===== config.mk =====
export PLATFORM = sky130hd
export DESIGN_NAME = fail_addr_logger
export DESIGN_NICKNAME = d
export VERILOG_FILES = /design/src/rtl/mbist_pkg.sv /design/src/rtl/fail_fifo.sv /design/src/rtl/fail_addr_logger.sv
export SDC_FILE = /design/constraint.sdc
export NUM_CORES = 1
export LEC_CHECK = 0
export BUFFER_PORTS_ARGS = -buffer_cell sky130_fd_sc_hd__buf_2
export CAP_MARGIN = 20
export CELL_PAD_IN_SITES_DETAIL_PLACEMENT = 0
export CELL_PAD_IN_SITES_GLOBAL_PLACEMENT = 1
export CORE_UTILIZATION = 28
export CTS_CLUSTER_DIAMETER = 120
export CTS_CLUSTER_SIZE = 16
export DETAILED_ROUTE_END_ITERATION = 16
export PLACE_DENSITY = 0.55
export SYNTH_ARGS = -nofsm -noshare
export SYNTH_HDL_FRONTEND = slang
export SYNTH_SLANG_ARGS = --single-unit

===== constraint.sdc =====
create_clock -name clk -period 5.1 [get_ports clk]
set_input_delay 0.51 -clock clk [delete_from_list [all_inputs] [get_ports clk]]
set_output_delay 0.51 -clock clk [all_outputs]
set_load 0.02 [all_outputs]

===== src/rtl/mbist_pkg.sv =====
// mbist_pkg: types and helpers shared by the mbist fail-address logging slice.
//   state_t             - logger FSM states (fixed encodings, legacy-compatible)
//   memtype_addr_width  - memtype[4:2] -> significant address width (9..16)
package mbist_pkg;

    typedef enum logic [1:0] {
        IDLE    = 2'd0,
        ARMED   = 2'd1,
        CAPTURE = 2'd2,
        DONE    = 2'd3
    } state_t;

    localparam int unsigned ADDR_W_BASE = 9;

    // Address width selected by the memtype width field (memtype[4:2]).
    function automatic int unsigned memtype_addr_width(input logic [2:0] width_sel);
        return ADDR_W_BASE + 32'(width_sel);
    endfunction

endpackage


===== src/rtl/fail_fifo.sv =====
// fail_fifo: synchronous single-clock FIFO holding logged failing addresses.
// Ports:
//   clk, rst_n   - clock, synchronous active-low reset (empties the FIFO)
//   clr          - synchronous flush (used when the logger re-arms)
//   push, din    - write request and data; ignored when full unless popping
//   pop          - read request; ignored when empty
//   dout         - head entry, zero when empty
//   full, empty  - occupancy flags
module fail_fifo #(
    parameter int unsigned WIDTH = 16,
    parameter int unsigned DEPTH = 16
) (
    input  logic             clk,
    input  logic             rst_n,
    input  logic             clr,
    input  logic             push,
    input  logic             pop,
    input  logic [WIDTH-1:0] din,
    output logic [WIDTH-1:0] dout,
    output logic             full,
    output logic             empty
);

    localparam int unsigned PW = $clog2(DEPTH);

    logic [WIDTH-1:0] mem [DEPTH];
    logic [PW:0]      wr_ptr;
    logic [PW:0]      rd_ptr;
    logic             do_push;
    logic             do_pop;

    // Extra pointer MSB distinguishes full (MSBs differ) from empty (equal).
    assign empty   = (wr_ptr == rd_ptr);
    assign full    = (wr_ptr[PW-1:0] == rd_ptr[PW-1:0]) && (wr_ptr[PW] != rd_ptr[PW]);
    assign do_pop  = pop && !empty;
    // A pop in the same cycle frees the slot, so a push at full still lands.
    assign do_push = push && (!full || do_pop);

    always_ff @(posedge clk) begin
        if (!rst_n || clr) begin
            wr_ptr <= '0;
            rd_ptr <= '0;
        end else begin
            if (do_push) wr_ptr <= wr_ptr + 1'b1;
            if (do_pop)  rd_ptr <= rd_ptr + 1'b1;
        end
    end

    always_ff @(posedge clk) begin
        if (do_push) mem[wr_ptr[PW-1:0]] <= din;
    end

    assign dout = empty ? '0 : mem[rd_ptr[PW-1:0]];

endmodule


===== src/rtl/fail_addr_logger.sv =====
// fail_addr_logger: captures failing addresses reported by mbist during a
// self-test run and exposes them afterwards through a valid/ready port.
// Ports:
//   clk, rst_n        - clock, synchronous active-low reset
//   test_mode         - host configuration window; arms/re-arms the logger
//   memtype           - memory type; [4:2] selects the address width (9..16)
//   error, address    - mbist error flag and address_0
//   complete          - mbist run finished
//   force_terminate   - mbist run aborted (sets aborted)
//   rd_ready          - consumer accepts rd_addr
//   rd_valid, rd_addr - head of the failing-address FIFO
//   fail_count        - saturating count of error rising edges in CAPTURE
//   overflow          - sticky: an entry was dropped on a full FIFO
//   aborted           - sticky: run ended via force_terminate
//   log_done          - high in DONE
import mbist_pkg::*;

module fail_addr_logger #(
    parameter int unsigned ADDR_WIDTH = 16,
    parameter int unsigned DEPTH      = 16,
    parameter int unsigned CNT_WIDTH  = 16
) (
    input  logic                  clk,
    input  logic                  rst_n,
    input  logic                  test_mode,
    input  logic [4:0]            memtype,
    input  logic                  error,
    input  logic [ADDR_WIDTH-1:0] address,
    input  logic                  complete,
    input  logic                  force_terminate,
    input  logic                  rd_ready,
    output logic                  rd_valid,
    output logic [ADDR_WIDTH-1:0] rd_addr,
    output logic [CNT_WIDTH-1:0]  fail_count,
    output logic                  overflow,
    output logic                  aborted,
    output logic                  log_done
);

    state_t                state;
    state_t                state_nx;
    logic                  enter_armed;
    logic                  error_q;
    logic                  event_hit;
    logic                  is_dup;
    int unsigned           addr_w;
    logic [ADDR_WIDTH-1:0] masked;
    logic [ADDR_WIDTH-1:0] last_addr;
    logic                  last_valid;
    logic                  fifo_push;
    logic                  fifo_pop;
    logic                  fifo_full;
    logic                  fifo_empty;
    logic                  drop;
    logic [ADDR_WIDTH-1:0] fifo_dout;
    logic                  unused_memtype_lo;

    assign unused_memtype_lo = ^memtype[1:0];

    // Next-state logic; re-arming from any state clears the capture context.
    always_comb begin
        state_nx = state;
        case (state)
            IDLE:    if (test_mode) state_nx = ARMED;
            ARMED:   if (!test_mode) state_nx = CAPTURE;
            CAPTURE: begin
                if (test_mode)                        state_nx = ARMED;
                else if (complete || force_terminate) state_nx = DONE;
            end
            DONE:    if (test_mode) state_nx = ARMED;
            default: state_nx = IDLE;
        endcase
        enter_armed = (state_nx == ARMED) && (state != ARMED);
    end

    // Keep only the low addr_w bits of the live address.
    always_comb begin
        masked = '0;
        addr_w = memtype_addr_width(memtype[4:2]);
        for (int unsigned i = 0; i < ADDR_WIDTH; i++) begin
            masked[i] = address[i] & (i < addr_w);
        end
    end

    // A capture-cycle edge that coincides with re-arming is discarded by the clear.
    assign event_hit = error && !error_q && (state == CAPTURE) && !enter_armed;
    assign is_dup    = last_valid && (masked == last_addr);
    assign fifo_push = event_hit && !is_dup;
    assign fifo_pop  = rd_ready && !fifo_empty && (state != IDLE);
    assign drop      = fifo_push && fifo_full && !fifo_pop;

    always_ff @(posedge clk) begin
        if (!rst_n) begin
            state      <= IDLE;
            error_q    <= 1'b0;
            fail_count <= '0;
            overflow   <= 1'b0;
            aborted    <= 1'b0;
            last_addr  <= '0;
            last_valid <= 1'b0;
        end else begin
            state   <= state_nx;
            error_q <= error;
            if (enter_armed) begin
                fail_count <= '0;
                overflow   <= 1'b0;
                aborted    <= 1'b0;
                last_addr  <= '0;
                last_valid <= 1'b0;
            end else begin
                if (event_hit) begin
                    if (fail_count != '1) fail_count <= fail_count + 1'b1;
                    // last_addr tracks the most recent distinct address even if dropped.
                    if (!is_dup) begin
                        last_addr  <= masked;
                        last_valid <= 1'b1;
                    end
                    if (drop) overflow <= 1'b1;
                end
                if (state == CAPTURE && state_nx == DONE && force_terminate) aborted <= 1'b1;
            end
        end
    end

    fail_fifo #(
        .WIDTH (ADDR_WIDTH),
        .DEPTH (DEPTH)
    ) u_fifo (
        .clk   (clk),
        .rst_n (rst_n),
        .clr   (enter_armed),
        .push  (fifo_push),
        .pop   (fifo_pop),
        .din   (masked),
        .dout  (fifo_dout),
        .full  (fifo_full),
        .empty (fifo_empty)
    );

    assign rd_valid = !fifo_empty && (state != IDLE);
    assign rd_addr  = rd_valid ? fifo_dout : '0;
    assign log_done = (state == DONE);

endmodule

==> report_table.html, run 1 <==
<table>
<tr><th>Metric</th><th>Value</th></tr>
<tr><th colspan="2">Outcome</th></tr>
<tr><td>Outcome</td><td>finished, final reports clean</td></tr>
<tr><th colspan="2">Timing</th></tr>
<tr><td>Final setup viols</td><td>0</td></tr>
<tr><td>Final period util</td><td>70.69%</td></tr>
<tr><td>RSZ-0062 raised after global routing</td><td>no</td></tr>
<tr><td>Tmin final</td><td>3.605 ns</td></tr>
<tr><td>Final number of max-transition violations</td><td>0</td></tr>
<tr><td>Remaining max-slew budget at the tightest pin</td><td>33.08%</td></tr>
<tr><td>Final clock skew</td><td>0.02202 ns</td></tr>
<tr><td>Setup TNS</td><td>0 ns</td></tr>
<tr><td>Least-Margin Pin Slew</td><td>1.004 ns</td></tr>
<tr><td>Final Hold Viols</td><td>0</td></tr>
<tr><td>Upper clock frequency limit</td><td>0.2774 GHz</td></tr>
<tr><th colspan="2">Logic synthesis</th></tr>
<tr><td>Post-synthesis compound-gate area fraction</td><td>5.247%</td></tr>
<tr><td>Xor/xnor share of the synthesized area</td><td>2.213%</td></tr>
<tr><td>Largest area contributor in the netlist</td><td>sky130_fd_sc_hd__edfxtp_1</td></tr>
<tr><td>Leading cell types by count after synthesis</td><td>256 x sky130_fd_sc_hd__edfxtp_1, 64 x sky130_fd_sc_hd__mux4_2, 52 x sky130_fd_sc_hd__dfxtp_1, 43 x sky130_fd_sc_hd__nor2_1, 32 x sky130_fd_sc_hd__a211oi_1</td></tr>
<tr><td>Simple-gate portion of the synthesized area</td><td>6.680%</td></tr>
<tr><td>Largest family of logic cells by synthesized area</td><td>multiplexers</td></tr>
<tr><td>Synth Instances</td><td>763</td></tr>
<tr><td>Syn nets</td><td>803</td></tr>
<tr><td>Asr flop ratio synth</td><td>0%</td></tr>
<tr><td>Post-synthesis sequential area ratio</td><td>68.93%</td></tr>
<tr><td>Post-synthesis share of cell area spent on full adders, half adders and majority gates</td><td>1.186%</td></tr>
<tr><td>Netlist area before placement</td><td>0.01266 mm²</td></tr>
<tr><td>Number of enable flip-flop cells after synthesis</td><td>256</td></tr>
<tr><td>Count of synthesis-stage warnings from yosys</td><td>0</td></tr>
<tr><td>Main synth FF type</td><td>sky130_fd_sc_hd__edfxtp_1</td></tr>
<tr><td>Number of flip-flops and latches in the synthesized netlist</td><td>308</td></tr>
<tr><td>Unique masters post-synth</td><td>51</td></tr>
<tr><td>Avg Cell Area, Syn</td><td>16.60 µm²</td></tr>
<tr><td>Multiplexer share of the synthesized area</td><td>13.60%</td></tr>
<tr><td>Most common cell in the synthesized netlist</td><td>sky130_fd_sc_hd__edfxtp_1</td></tr>
<tr><td>Area share of the largest cell type after synthesis</td><td>60.71%</td></tr>
<tr><td>Top cells by area, synth</td><td>sky130_fd_sc_hd__edfxtp_1 61%, sky130_fd_sc_hd__mux4_2 11%, sky130_fd_sc_hd__dfxtp_1 8.2%, sky130_fd_sc_hd__mux2i_1 2.2%, sky130_fd_sc_hd__a211oi_1 1.9%</td></tr>
<tr><th colspan="2">Critical path</th></tr>
<tr><td>Endpoint type of the worst setup path</td><td>primary output</td></tr>
<tr><td>Kind of launch point of the worst setup path</td><td>flop</td></tr>
<tr><td>Critical path cell sequence</td><td>buf_12 -&gt; mux4_2 -&gt; nor2b_1 -&gt; a211oi_1 -&gt; a211oi_1 -&gt; buf_2</td></tr>
<tr><td>Cell type of the slowest stage on the worst timing path</td><td>sky130_fd_sc_hd__dfxtp_4</td></tr>
<tr><td>Stage delay of the slowest cell on the critical path</td><td>0.91 ns</td></tr>
<tr><td>Data arrival time at the worst-slack endpoint</td><td>3.10 ns</td></tr>
<tr><td>Data required time of the worst path</td><td>4.59 ns</td></tr>
<tr><td>Category of the critical setup timing path</td><td>reg -&gt; out</td></tr>
<tr><td>Largest fanout on the critical path</td><td>38</td></tr>
<tr><td>Critical path's most frequent cell</td><td>sky130_fd_sc_hd__a211oi_1</td></tr>
<tr><th colspan="2">Floorplanning</th></tr>
<tr><td>Die height</td><td>214.7 µm</td></tr>
<tr><td>Standard cell core area</td><td>0.04441 mm²</td></tr>
<tr><td>Area of the die</td><td>0.04608 mm²</td></tr>
<tr><td>Rows</td><td>77</td></tr>
<tr><td>X dimension of the die</td><td>214.7 µm</td></tr>
<tr><td>Initial core utilization</td><td>28.51%</td></tr>
<tr><td>Count of boundary I/O pins</td><td>64</td></tr>
<tr><th colspan="2">Power</th></tr>
<tr><td>Peak supply drop</td><td>0.1953 mV</td></tr>
<tr><td>Power per Cell Area</td><td>318.0 mW/mm²</td></tr>
<tr><td>Static power due to leakage</td><td>4.670 nW</td></tr>
<tr><th colspan="2">Finish</th></tr>
<tr><td>Synthesis-to-layout area growth</td><td>14.05%</td></tr>
<tr><td>Fraction of final layout cells sized beyond drive strength 1</td><td>22.72%</td></tr>
<tr><td>Antenna diode count</td><td>0</td></tr>
<tr><td>Final core occ</td><td>32.52%</td></tr>
<tr><td>Nets</td><td>879</td></tr>
<tr><td>Final non-filler cell area</td><td>0.01444 mm²</td></tr>
<tr><th colspan="2">Placed design</th></tr>
<tr><td>Sum of net half-perimeters after detailed placement</td><td>17790 µm</td></tr>
<tr><td>Area after DPL</td><td>0.01381 mm²</td></tr>
<tr><td>Final RePlAce weighted congestion</td><td>0.6950</td></tr>
<tr><td>Input/output buffers</td><td>61</td></tr>
<tr><th colspan="2">Flow run</th></tr>
<tr><td>Maximum capacitance violations</td><td>0</td></tr>
<tr><th colspan="2">GRT</th></tr>
<tr><td>Via count of the first global-routing pass</td><td>6930</td></tr>
<tr><td>First-pass GRT wire length</td><td>44450 µm</td></tr>
<tr><td>Largest net degree at the start of global routing</td><td>44</td></tr>
<tr><td>GRT Total Usage</td><td>12.87%</td></tr>
<tr><td>Total global routing overflow</td><td>0</td></tr>
<tr><td>Initial antenna violation count</td><td>0</td></tr>
<tr><th colspan="2">Detailed routing</th></tr>
<tr><td>Via count</td><td>6757</td></tr>
<tr><td>Wire length per cell</td><td>20.52 µm</td></tr>
<tr><td>Remaining antenna violation count</td><td>0</td></tr>
<tr><td>Total DRC errors in the routed layout</td><td>0</td></tr>
<tr><td>DRT iter0 DRCs</td><td>544</td></tr>
<tr><td>Vias per Instance</td><td>4.702</td></tr>
<tr><td>Total routed wirelength</td><td>29480 µm</td></tr>
<tr><td>TritonRoute pass-1 iters</td><td>4</td></tr>
<tr><th colspan="2">Clock network</th></tr>
<tr><td>TritonCTS sink count</td><td>308</td></tr>
<tr><td>Clock Tree Root</td><td>sky130_fd_sc_hd__clkbuf_16</td></tr>
<tr><td>Post-CTS Hold Fix Bufs</td><td>0</td></tr>
<tr><td>Clock slew at reported path FFs</td><td>0.07 ns</td></tr>
<tr><td>Clock latency at the later pin of the worst-skew pair</td><td>0.55 ns</td></tr>
<tr><td>CTS tree</td><td>yes</td></tr>
<tr><td>CTS-repair resized insts</td><td>0</td></tr>
<tr><td>Number of clock buffers inserted by TritonCTS</td><td>23</td></tr>
<tr><td>Buffer count from post-CTS setup fixing</td><td>0</td></tr>
<tr><td>H-tree levels</td><td>1</td></tr>
<tr><td>Clock buffer depth</td><td>3</td></tr>
<tr><th colspan="2">Hold path</th></tr>
<tr><td>Hold crit path type</td><td>in -&gt; reg</td></tr>
</table>
path summary, 6_finish.rpt:
kind | start | to | slack [ns] | cells past startpoint
setup / recovery | flop | rd_addr[5] | 1.49 | 6
hold / removal | error | error_q | 0.19 | 2
setup reg to reg | state[0] | fail_count[11] | 1.83 | 10
hold reg to reg | overflow | overflow | 0.47 | 2
worst max-delay path, delay by kind of cell, from the launching register on:
kind | cells | cell delay, ns
compound gates | 2 | 0.39
buf+inv | 2 | 0.56
flops | 1 | 0.91
mux | 1 | 0.54
simple gates | 1 | 0.15
routing by layer:
metal  part of all wire [%]  wire length (µm)  GRT usage (%)  vias to the layer above
met2                     47             13910          20.78                      130
met1                     48             14020          18.29                     3475
met5                      0                 0              0                        -
met4                    1.4               410          2.333                        0
met3                    3.9              1140          2.199                       29
li1                       -                 -              -                     3123
report_power, final:
part,leakage (nW),internal [W],switching [W]
logic,1.68,0.0000505,0.000131
registers,2.69,0.00273,0.00000263
clock network,0.307,0.000829,0.000847
total,4.67,0.00361,0.000980
logic make-up (layout without fill, tap and decap cells):
kind of cell | after synthesis | after routing
DFF | 308 | 308
and+or+nand+nor | 164 | 164
AOI/OAI and AO/OA | 96 | 96
muxes | 92 | 92
buffers and inverters | 59 | 141
xor gates and xnor gates | 32 | 32
adders and majority gates | 12 | 12
metrics by stage:
stage / total power (W) / instances / worst slack (ns) / hold slack (ns)
final: 0.004592 / 1437 / 1.495 / 0.1894
after global routing: 0.004777 / 1437 / 1.231 / 0.1874
after CTS: 0.004665 / 1437 / 1.385 / 0.1673
after detailed placement: 0.002978 / 1406 / 1.099 / 0.4552
after global placement: 0.002974 / 1405 / 0.8882 / 0.4500
after floorplan: 0.002902 / 763 / 0.6321 / 0.4369
registers in the layout (all words and copies together), names as in the netlist, named ones only:
register / count
overflow: 1
last_valid: 1
aborted: 1
u_fifo.mem: 256
u_fifo.rd_ptr: 5
error_q: 1
state: 2
u_fifo.wr_ptr: 5
last_addr: 16
fail_count: 16
layout make-up:
cell class                 count  area (µm²)
timing repair buffer          94       606.8
fill                        4286       29970
inverter                      16       60.06
clock inverter                 3       37.54
multi-input combinational    396        3667
sequential                   308        8735
tap                          592       740.7
clock buffer                  28       594.3
cells in the final DEF (no fill, tap or decap), types with 2 or more instances in the layout:
| cell | instances |
|---|---|
| sky130_fd_sc_hd__a211oi_1 | 32 |
| sky130_fd_sc_hd__clkinv_4 | 2 |
| sky130_fd_sc_hd__and3_1 | 21 |
| sky130_fd_sc_hd__and2_1 | 8 |
| sky130_fd_sc_hd__nor2b_1 | 21 |
| sky130_fd_sc_hd__edfxtp_1 | 256 |
| sky130_fd_sc_hd__o21a_1 | 4 |
| sky130_fd_sc_hd__buf_12 | 4 |
| sky130_fd_sc_hd__clkbuf_1 | 5 |
| sky130_fd_sc_hd__a31oi_1 | 3 |
| sky130_fd_sc_hd__inv_1 | 16 |
| sky130_fd_sc_hd__nor3_1 | 2 |
| sky130_fd_sc_hd__a21oi_1 | 13 |
| sky130_fd_sc_hd__dfxtp_2 | 2 |
| sky130_fd_sc_hd__mux4_2 | 64 |
| sky130_fd_sc_hd__xnor2_1 | 9 |
| sky130_fd_sc_hd__ha_1 | 12 |
| sky130_fd_sc_hd__o31ai_1 | 5 |
| sky130_fd_sc_hd__mux2i_1 | 28 |
| sky130_fd_sc_hd__nor2_1 | 43 |
| sky130_fd_sc_hd__clkbuf_16 | 23 |
| sky130_fd_sc_hd__buf_2 | 61 |
| sky130_fd_sc_hd__buf_4 | 28 |
| sky130_fd_sc_hd__o22ai_1 | 2 |
| sky130_fd_sc_hd__a21o_1 | 3 |
| sky130_fd_sc_hd__a21boi_1 | 2 |
| sky130_fd_sc_hd__nand2_1 | 27 |
| sky130_fd_sc_hd__xor2_1 | 23 |
| sky130_fd_sc_hd__nand3_1 | 14 |
| sky130_fd_sc_hd__or3_1 | 3 |
| sky130_fd_sc_hd__o21ai_1 | 2 |
| sky130_fd_sc_hd__nand2b_1 | 7 |
| sky130_fd_sc_hd__nand4_1 | 10 |
| sky130_fd_sc_hd__o21ai_0 | 18 |
| sky130_fd_sc_hd__dfxtp_1 | 49 |
(Power assumes the default switching activity.)
==> run 2: changes to the inputs <==
- PLACE_DENSITY: 0.55 -> 0.56
- clock period: 5.1 -> 3.1 ns (I/O delays scaled with it)
==> run 2 against run 1 <==
Effect of this change: critical path depth increased by 1; global-route usage about the same; first-iteration DRC count decreased by 15%; critical path type unchanged; critical endpoint is now rd_addr[10]; largest power group unchanged.
==> report_table.html, run 2 (synthesis results as in run 1) <==
<table>
<tr><th>Metric</th><th>Value</th></tr>
<tr><th colspan="2">Outcome</th></tr>
<tr><td>Outcome</td><td>finished, final reports clean</td></tr>
<tr><th colspan="2">Hold path</th></tr>
<tr><td>Endpoint, Worst Hold</td><td>error_q</td></tr>
<tr><td>Hold path depth</td><td>2</td></tr>
<tr><td>Worst hold path startpoint</td><td>rst_n</td></tr>
<tr><td>Hold crit path type</td><td>in -&gt; reg</td></tr>
<tr><th colspan="2">Floorplanning</th></tr>
<tr><td>Rows</td><td>77</td></tr>
<tr><td>Initial core utilization</td><td>28.51%</td></tr>
<tr><td>X dimension of the die</td><td>214.7 µm</td></tr>
<tr><td>Standard cell core area</td><td>0.04441 mm²</td></tr>
<tr><td>Count of boundary I/O pins</td><td>64</td></tr>
<tr><td>Die height</td><td>214.7 µm</td></tr>
<tr><td>Area of the die</td><td>0.04608 mm²</td></tr>
<tr><th colspan="2">Timing</th></tr>
<tr><td>Final period util</td><td>94.42%</td></tr>
<tr><td>Tmin final</td><td>2.927 ns</td></tr>
<tr><td>Final Hold Viols</td><td>0</td></tr>
<tr><td>Final number of max-transition violations</td><td>0</td></tr>
<tr><td>RSZ-0062 raised after global routing</td><td>no</td></tr>
<tr><td>Least-Margin Pin Slew</td><td>0.7945 ns</td></tr>
<tr><td>Final worst-path setup slack</td><td>0.1729 ns</td></tr>
<tr><td>Remaining max-slew budget at the tightest pin</td><td>47.03%</td></tr>
<tr><td>Final setup viols</td><td>0</td></tr>
<tr><td>Final clock skew</td><td>0.02574 ns</td></tr>
<tr><td>Upper clock frequency limit</td><td>0.3416 GHz</td></tr>
<tr><th colspan="2">Power</th></tr>
<tr><td>Post-layout power</td><td>0.007599 W</td></tr>
<tr><td>Portion of total power attributed to the clock network</td><td>36.5%</td></tr>
<tr><td>Internal</td><td>0.005964 W</td></tr>
<tr><td>Switching power</td><td>0.001635 W</td></tr>
<tr><td>Sw Ratio</td><td>21.51%</td></tr>
<tr><td>Sequential share of power</td><td>59.2%</td></tr>
<tr><td>Combinational share of power</td><td>4.2%</td></tr>
<tr><td>Peak supply drop</td><td>0.3739 mV</td></tr>
<tr><td>Power per Cell Area</td><td>509.1 mW/mm²</td></tr>
<tr><td>Static power due to leakage</td><td>4.895 nW</td></tr>
<tr><th colspan="2">Clock network</th></tr>
<tr><td>H-tree levels</td><td>1</td></tr>
<tr><td>Number of clock buffers inserted by TritonCTS</td><td>23</td></tr>
<tr><td>Clock buffer depth</td><td>3</td></tr>
<tr><td>Clock Tree Root</td><td>sky130_fd_sc_hd__clkbuf_16</td></tr>
<tr><td>Clock latency at the later pin of the worst-skew pair</td><td>0.55 ns</td></tr>
<tr><td>TritonCTS sink count</td><td>308</td></tr>
<tr><td>CTS tree</td><td>yes</td></tr>
<tr><td>Clock slew at reported path FFs</td><td>0.07 ns</td></tr>
<tr><th colspan="2">Critical path</th></tr>
<tr><td>Worst reg2reg endpoint</td><td>u_fifo.mem[3][10]</td></tr>
<tr><td>Category of the critical setup timing path</td><td>reg -&gt; out</td></tr>
<tr><td>Worst R2R Setup Slack</td><td>0.57 ns</td></tr>
<tr><td>Data arrival time at the worst-slack endpoint</td><td>2.62 ns</td></tr>
<tr><td>Largest fanout on the critical path</td><td>23</td></tr>
<tr><td>Cell type of the slowest stage on the worst timing path</td><td>sky130_fd_sc_hd__mux4_2</td></tr>
<tr><td>Critical path cell sequence</td><td>buf_12 -&gt; mux4_2 -&gt; nor2b_1 -&gt; a211oi_1 -&gt; a211oi_1 -&gt; buf_4 -&gt; buf_2</td></tr>
<tr><td>Stage delay of the slowest cell on the critical path</td><td>0.52 ns</td></tr>
<tr><td>Data required time of the worst path</td><td>2.79 ns</td></tr>
<tr><td>Cell count of the worst reg-to-reg path</td><td>12</td></tr>
<tr><td>Kind of launch point of the worst setup path</td><td>flop</td></tr>
<tr><td>Critical path's most frequent cell</td><td>sky130_fd_sc_hd__a211oi_1</td></tr>
<tr><td>Endpoint type of the worst setup path</td><td>primary output</td></tr>
<tr><td>Startpoint of the most critical register-to-register path</td><td>state[1]</td></tr>
<tr><th colspan="2">Detailed routing</th></tr>
<tr><td>DRT iter0 DRCs</td><td>462</td></tr>
<tr><td>Vias per Instance</td><td>4.650</td></tr>
<tr><td>Total DRC errors in the routed layout</td><td>0</td></tr>
<tr><td>Via count</td><td>6849</td></tr>
<tr><td>Remaining antenna violation count</td><td>0</td></tr>
<tr><td>Total routed wirelength</td><td>29250 µm</td></tr>
<tr><td>Wire length per cell</td><td>19.86 µm</td></tr>
<tr><td>TritonRoute pass-1 iters</td><td>5</td></tr>
<tr><th colspan="2">Placed design</th></tr>
<tr><td>Sum of net half-perimeters after detailed placement</td><td>18390 µm</td></tr>
<tr><td>Post-Place Setup Slack</td><td>-0.02160 ns</td></tr>
<tr><td>Final RePlAce weighted congestion</td><td>0.7381</td></tr>
<tr><td>Input/output buffers</td><td>61</td></tr>
<tr><td>Area after DPL</td><td>0.01420 mm²</td></tr>
<tr><th colspan="2">Finish</th></tr>
<tr><td>Top library cells by usage in the layout, fill and taps aside</td><td>256 x sky130_fd_sc_hd__edfxtp_1, 64 x sky130_fd_sc_hd__mux4_2, 61 x sky130_fd_sc_hd__buf_2</td></tr>
<tr><td>Fill cells</td><td>4291</td></tr>
<tr><td>Nets</td><td>915</td></tr>
<tr><td>Fraction of final layout cells sized beyond drive strength 1</td><td>26.67%</td></tr>
<tr><td>Antenna diode count</td><td>0</td></tr>
<tr><td>Final core occ</td><td>33.61%</td></tr>
<tr><td>Commonest non-fill, non-tap cell in the layout</td><td>sky130_fd_sc_hd__edfxtp_1</td></tr>
<tr><td>Largest register FFs</td><td>256</td></tr>
<tr><td>Final non-filler cell area</td><td>0.01493 mm²</td></tr>
<tr><td>Synthesis-to-layout area growth</td><td>17.89%</td></tr>
<tr><th colspan="2">GRT</th></tr>
<tr><td>First-pass GRT wire length</td><td>44910 µm</td></tr>
<tr><td>Total global routing overflow</td><td>0</td></tr>
<tr><td>GRT Total Usage</td><td>12.84%</td></tr>
<tr><td>Via count of the first global-routing pass</td><td>7021</td></tr>
<tr><td>Initial antenna violation count</td><td>0</td></tr>
<tr><td>Largest net degree at the start of global routing</td><td>35</td></tr>
<tr><th colspan="2">Flow run</th></tr>
<tr><td>Maximum capacitance violations</td><td>0</td></tr>
</table>
[run 2: final cells by class]
type	instances	area, µm²	area share [%]
sequential	308	8735	58.52
multi-input combinational	396	3702	24.80
timing repair buffer	130	1055	7.066
tap	592	740.7	4.962
clock buffer	29	598.1	4.007
inverter	16	60.06	0.4023
clock inverter	2	36.28	0.2431
[run 2: repair_timing]
item                                    CTS  global route
hold buffers                              1             0
endpoints found under the setup margin    7            10
hold endpoints to repair                  1             0
setup buffers                             0            10
pin swaps                                 0             1
resized for setup                         2             0
[run 2: routing by layer]
| metal | vias up | wire length (µm) | global-route usage (%) |
|---|---|---|---|
| met2 | 120 | 13550 | 20.26 |
| li1 | 3203 | - | - |
| met3 | 27 | 1128 | 2.227 |
| met1 | 3499 | 14180 | 18.70 |
| met5 | - | 0 | 0 |
| met4 | 0 | 390 | 2.119 |
[run 2: metrics by stage]
| stage | instances | setup TNS [ns] | hold WS [ns] |
|---|---|---|---|
| floorplan | 763 | 0 | 0.4317 |
| global placement | 1431 | 0 | 0.4434 |
| detailed placement | 1431 | -0.5523 | 0.4437 |
| CTS | 1463 | 0 | 0.03523 |
| global route | 1473 | 0 | 0.05240 |
| finish | 1473 | 0 | 0.05902 |
[run 2: worst max path at each step]
stage                     cells after the start        from                 to  slack (ns)
after floorplan                              11  memtype[2]  u_fifo.mem[11][0]     0.00003
after global placement                       13  memtype[2]   u_fifo.mem[3][7]       0.007
after detailed placement                     12  memtype[2]  u_fifo.mem[7][13]       -0.02
after CTS                                     7        flop        rd_addr[10]        0.02
after global routing                          7        flop        rd_addr[10]        0.03
final                                         7        flop        rd_addr[10]        0.17
[run 2: critical path: cells and delay by family (launching register included)]
kind,cells,cell delay [ns]
simple gates,1,0.14
buf+inv,3,0.60
mux,1,0.52
compound gates,2,0.31
flops,1,0.47
[run 2: power groups by stage]
stage                     clock [W]  combinational, W  sequential, W
after floorplan                   0          0.000186        0.00459
after global placement            0          0.000324        0.00459
after detailed placement          0          0.000328        0.00459
after CTS                   0.00288          0.000330        0.00450
after global routing        0.00303          0.000361        0.00450
final                       0.00278          0.000322        0.00450
